## src/rtl/io_crc_frame_ctrl.sv

```systemverilog
// Frame controller that shares one CRC16 engine between two receive channels,
// checks each frame's trailing CRC word and keeps saturating frame statistics.
module io_crc_frame_ctrl #(
   parameter int unsigned MAX_WORDS = 128,
   parameter int unsigned TMO_CYC   = 1023
) (
   input  logic        clk_sys,
   input  logic        rst_sys_n,
   input  logic [15:0] ch0_din,
   input  logic        ch0_vld,
   input  logic        ch0_eof,
   output logic        ch0_rdy,
   input  logic [15:0] ch1_din,
   input  logic        ch1_vld,
   input  logic        ch1_eof,
   output logic        ch1_rdy,
   output logic        eng_sop,
   output logic [15:0] eng_din,
   output logic        eng_din_vld,
   output logic        eng_cap,
   input  logic [15:0] eng_dout,
   output logic        res_vld,
   output logic        res_ch,
   output logic        res_ok,
   output logic        res_len_err,
   output logic        res_tmo,
   output logic [7:0]  res_words,
   output logic [15:0] frm_ok_cnt,
   output logic [15:0] frm_err_cnt
);

   localparam logic [7:0]  MAX_W    = 8'(MAX_WORDS);
   localparam logic [15:0] TMO_LAST = 16'(TMO_CYC - 1);

   typedef enum logic [1:0] {IDLE, SOP, DATA, DRAIN} state_t;

   function automatic logic [15:0] sat_inc16(input logic [15:0] v);
      return (v == 16'hFFFF) ? v : v + 16'd1;
   endfunction

   state_t      state, state_nxt;
   logic        grant, grant_nxt;
   logic        last_grant, last_grant_nxt;
   logic [7:0]  word_cnt, word_cnt_nxt;
   logic        len_err, len_err_nxt;
   logic [15:0] tmo_cnt, tmo_cnt_nxt;

   logic        busy;
   logic        acc;
   logic [15:0] sel_din;
   logic        sel_vld;
   logic        sel_eof;

   logic        res_fire;
   logic        res_ok_nxt;
   logic        res_len_err_nxt;
   logic        res_tmo_nxt;
   logic [7:0]  res_words_nxt;

   // rdy is a function of state and grant only, so the sender never sees a combinational loop
   assign busy    = (state == DATA) || (state == DRAIN);
   assign ch0_rdy = busy & ~grant;
   assign ch1_rdy = busy & grant;
   assign sel_din = grant ? ch1_din : ch0_din;
   assign sel_vld = grant ? ch1_vld : ch0_vld;
   assign sel_eof = grant ? ch1_eof : ch0_eof;
   assign acc     = busy & sel_vld;

   always_comb begin
      state_nxt       = state;
      grant_nxt       = grant;
      last_grant_nxt  = last_grant;
      word_cnt_nxt    = word_cnt;
      len_err_nxt     = len_err;
      tmo_cnt_nxt     = tmo_cnt;
      res_fire        = 1'b0;
      res_ok_nxt      = 1'b0;
      res_len_err_nxt = len_err;
      res_tmo_nxt     = 1'b0;
      res_words_nxt   = word_cnt;
      eng_sop         = 1'b0;
      eng_din         = 16'h0000;
      eng_din_vld     = 1'b0;
      eng_cap         = 1'b0;
      case (state)
         IDLE: begin
            if (ch0_vld || ch1_vld) begin
               grant_nxt      = (ch0_vld && ch1_vld) ? ~last_grant : ch1_vld;
               last_grant_nxt = grant_nxt;
               state_nxt      = SOP;
            end
         end
         SOP: begin
            eng_sop      = 1'b1;
            word_cnt_nxt = 8'd0;
            len_err_nxt  = 1'b0;
            tmo_cnt_nxt  = 16'd0;
            state_nxt    = DATA;
         end
         DATA, DRAIN: begin
            if (acc) begin
               tmo_cnt_nxt = 16'd0;
               if (sel_eof) begin
                  // eng_dout already holds the capture of the last payload word here
                  res_fire        = 1'b1;
                  res_ok_nxt      = (sel_din == eng_dout) && (word_cnt != 8'd0) && !len_err;
                  res_len_err_nxt = len_err || (word_cnt == 8'd0);
                  state_nxt       = IDLE;
               end else if (state == DATA) begin
                  if (word_cnt < MAX_W) begin
                     eng_din      = sel_din;
                     eng_din_vld  = 1'b1;
                     eng_cap      = 1'b1;
                     word_cnt_nxt = word_cnt + 8'd1;
                  end else begin
                     len_err_nxt = 1'b1;
                     state_nxt   = DRAIN;
                  end
               end
            end else if (tmo_cnt == TMO_LAST) begin
               res_fire    = 1'b1;
               res_tmo_nxt = 1'b1;
               state_nxt   = IDLE;
            end else begin
               tmo_cnt_nxt = tmo_cnt + 16'd1;
            end
         end
         default: state_nxt = IDLE;
      endcase
   end

   always_ff @(posedge clk_sys or negedge rst_sys_n) begin
      if (!rst_sys_n) begin
         state       <= IDLE;
         grant       <= 1'b0;
         last_grant  <= 1'b1;
         word_cnt    <= 8'd0;
         len_err     <= 1'b0;
         tmo_cnt     <= 16'd0;
         res_vld     <= 1'b0;
         res_ch      <= 1'b0;
         res_ok      <= 1'b0;
         res_len_err <= 1'b0;
         res_tmo     <= 1'b0;
         res_words   <= 8'd0;
         frm_ok_cnt  <= 16'd0;
         frm_err_cnt <= 16'd0;
      end else begin
         state      <= state_nxt;
         grant      <= grant_nxt;
         last_grant <= last_grant_nxt;
         word_cnt   <= word_cnt_nxt;
         len_err    <= len_err_nxt;
         tmo_cnt    <= tmo_cnt_nxt;
         res_vld    <= res_fire;
         // result stage: fields hold until the next frame reports
         if (res_fire) begin
            res_ch      <= grant;
            res_ok      <= res_ok_nxt;
            res_len_err <= res_len_err_nxt;
            res_tmo     <= res_tmo_nxt;
            res_words   <= res_words_nxt;
            if (res_ok_nxt) frm_ok_cnt  <= sat_inc16(frm_ok_cnt);
            else            frm_err_cnt <= sat_inc16(frm_err_cnt);
         end
      end
   end

endmodule

```

## config.mk

```make
export PLATFORM = sky130hd
export DESIGN_NAME = io_crc_frame_ctrl
export DESIGN_NICKNAME = d
export VERILOG_FILES = /design/src/rtl/io_crc_frame_ctrl.sv
export SDC_FILE = /design/constraint.sdc
export NUM_CORES = 1
export LEC_CHECK = 0
export CAP_MARGIN = 15
export CORE_MARGIN = 2
export CORE_UTILIZATION = 40
export CTS_CLUSTER_SIZE = 12
export DETAILED_ROUTE_END_ITERATION = 7
export DONT_BUFFER_PORTS = 1
export PLACE_DENSITY = 0.53
export SETUP_SLACK_MARGIN = 0.02
export SYNTH_ARGS = -nofsm -noshare
export SYNTH_HDL_FRONTEND = slang
export SYNTH_SLANG_ARGS = --single-unit
```

## constraint.sdc

```tcl
create_clock -name clk_sys -period 2.99 [get_ports clk_sys]
set_input_delay 0.299 -clock clk_sys [delete_from_list [all_inputs] [get_ports clk_sys]]
set_output_delay 0.299 -clock clk_sys [all_outputs]
set_load 0.05 [all_outputs]
```

==> flow_metrics.tcl <==
set metrics [dict create \
    cts_setup_buffers 0 \
    finalMaxSlewViolations 0 \
    crit_fanout 26 \
    finalWeightedCongestion 0.8411 \
    portBuffers 0 \
    synth-async-reset-ratio_pct 100.0 \
    start_util_pct 41.12 \
    fillerInstances 984 \
    p_leak_uw 0.002270 \
    htreeDepth 3 \
    routed.top_layer "met4" \
    grt_pass1_wl_um 16970 \
    wl_met1_um 4567 \
    end_kind "output pin" \
    dpl.hpwl_um 7699 \
    synth_top_area_share_pct 43.03 \
    track_usage_pct 18.91 \
    utilization_pct 47.56 \
    synth_top_family_by_area "simple AND/OR/NAND/NOR gates" \
    skew_ns 0.01487 \
    numCtsBuffers 9 \
    drt_iter0_markers 166 \
    crit_type "reg2out" \
    required_ns 2.69 \
    rows 37 \
    seq_area_um2 1853 \
    synthMuxAreaShare_pct 4.657 \
    ys_warn_count 0 \
    yosys-top-cells-count "dfrtp_1 (73), nand2_1 (49), nor2_1 (48), xnor2_1 (37), xor2_1 (21)" \
    synthCells 437 \
    p_per_area_nw_per_um2 723.2 \
    cts_tree "built" \
    cts_root_buffer "clkbuf_8" \
    ir_worst_vdd_mv 0.3598 \
    pre_cts_ws_ns 0.3463 \
    synth_fp_nets 497 \
    hold_viol_final 0 \
    n_antenna_cell 0 \
    synth_flop_cell "dfrtp_1" \
    synth_compound_area_share_pct 9.078 \
    grt_max_degree 75 \
    fin_crit_sh_pct 91.86 \
    ys_seq_elements 74 \
    synth_cell_type_count 57 \
    wl_met2_um 4866 \
    dieArea_um2 11450 \
    tns_ns 0 \
    yosysSeqAreaShare_pct 43.65 \
    worstPathArrival_ns 2.45 \
    synth_edf_count 0 \
    synthAdderAreaFrac_pct 1.768 \
    synth_top_area_cell "dfrtp_1" \
    maxCapViolCount 0 \
    coreArea_um2 10320 \
    yosysMostFrequentCell "dfrtp_1" \
    nets 537 \
    avgSynthCellArea_um2 9.715 \
    wl_per_cell_um 16.65 \
    clkLatencyLatePin_ns 0.36 \
    numClockSinks 74 \
    route.antenna.remaining_nets 0 \
    tightest_slew_ns 0.7810 \
    yosys-top-cells-area "dfrtp_1 (43%), xnor2_1 (7.6%), nand2_1 (4.3%), xor2_1 (4.3%), nor2_1 (4.2%)" \
    grt_pass1_vias 3262 \
    fmax_mhz 364.1 \
    setup_viol 0 \
    vias_per_cell 5.409 \
    startpoint_type "flop" \
    syn_area_um2 4245 \
    antenna_found_initial 0 \
    relSlewSlack_pct 47.69 \
    die_w_um 107.0 \
    met3_length_um 694 \
    multi_input_area_um2 2237 \
    die-height_um 107.0 \
    num_vias 3343 \
    pin_count 120 \
    syn_to_final_growth_pct 15.65 \
    path_clk_slew_ns 0.07 \
    fin_ws_ns 0.2433 \
    drive_gt1_share_pct 18.05 \
    status "completed" \
    routed_wl_um 10290 \
    grt_setup_unrepaired "no" \
    synth-simple-area-share_pct 25.20 \
    layout_min_cycle_time_ns 2.747 \
    clk_path_buf_depth 2 \
    synth_xor_area_share_pct 11.97 \
    grt_overflow 0 \
    drc_errors 0 \
    min_path_type "in2reg" \
    drtPass1Iterations 4 \
]
[cell type report]
type / instances / area share [%]
clock buffer: 10 / 2.803
clock inverter: 6 / 1.325
inverter: 13 / 0.9939
multi-input combinational: 331 / 45.57
sequential: 74 / 37.74
tap: 136 / 3.466
timing repair buffer: 48 / 8.104
[state kept, by name, indices dropped and copies added (netlist names), 2 cells and up]
name,flops
frm_err_cnt,16
frm_ok_cnt,16
res_words,8
res_words_nxt,8
state,2
tmo_cnt,16
[what timing repair did]
action | 4_1_cts | 5_1_grt
endpoints found under the setup margin | 0 | 2
resized for setup | 0 | 1
hold buffers | 3 | 0
endpoints found under the hold margin | 75 | 0
[kinds of logic after synthesis]
logic type	after synthesis
simple gates	192
flops	74
xor+xnor	58
compound gates	56
buf+inv	32
mux	19
fa+ha+maj	6
[path summary, 6_finish.rpt]
check / from / end / slack, ns / cells after the start
max: grant / eng_din_vld / 0.24 / 5
max reg2reg: grant / frm_ok_cnt[1] / 0.38 / 8
min reg2reg: last_grant / last_grant / 0.53 / 2
min: ch0_vld / grant / 0.05 / 1
max in group asynchronous: rst_sys_n / last_grant / 2.14 / 2
min in group asynchronous: rst_sys_n / frm_ok_cnt[8] / 0.51 / 2
[cell usage in the layout, fill, tap and decap left out, types with 3 or more instances in the layout]
| cell type | netlist | layout |
|---|---|---|
| xnor2_1 | 37 | 37 |
| and3_1 | 10 | 10 |
| nand3_1 | 16 | 16 |
| nand2_1 | 49 | 49 |
| a31oi_1 | 4 | 4 |
| nor4_1 | 5 | 5 |
| nor3_1 | 10 | 10 |
| inv_1 | 12 | 12 |
| a21oi_1 | 8 | 8 |
| and4_1 | 5 | 5 |
| or3_1 | 3 | 3 |
| nor2_1 | 48 | 48 |
| clkbuf_8 | 0 | 10 |
| buf_4 | 2 | 44 |
| o2111ai_1 | 6 | 6 |
| o21ai_0 | 15 | 15 |
| mux2i_1 | 15 | 15 |
| nand4_1 | 14 | 14 |
| a211o_1 | 4 | 3 |
| mux2_2 | 3 | 3 |
| and2_1 | 5 | 5 |
| xor2_1 | 21 | 21 |
| dfrtp_1 | 73 | 73 |
| ha_1 | 6 | 6 |
| nor4_2 | 12 | 12 |
[per-stage QoR]
stage	cell area [µm²]	hold slack [ns]	power, µW	instances
after floorplan	4245	0.003409	2412	437
after global placement	4658	0.006357	2727	599
after detailed placement	4658	0.006425	2742	599
after CTS	4908	0.03435	3590	618
after global routing	4910	0.04174	3770	618
final	4910	0.04886	3551	618
[report_power, final]
group	total, µW	switching [µW]	internal, µW
logic	1340	886	456
clock network	808	398	410
registers	1400	278	1120
[layer usage]
layer | vias to the layer above | global-route usage [%]
li1 | 1623 | -
met1 | 1584 | 24.61
met2 | 125 | 29.97
met3 | 11 | 4.498
met4 | 0 | 8.163
met5 | - | 0
[critical path, cell delays in order, from the launching register on]
cell and delay, ns:
dfrtp_1 0.40, buf_12 0.18, or3b_2 0.49, a211o_2 0.51
inv_1 0.19, buf_4 0.33
(Power assumes the default switching activity.)
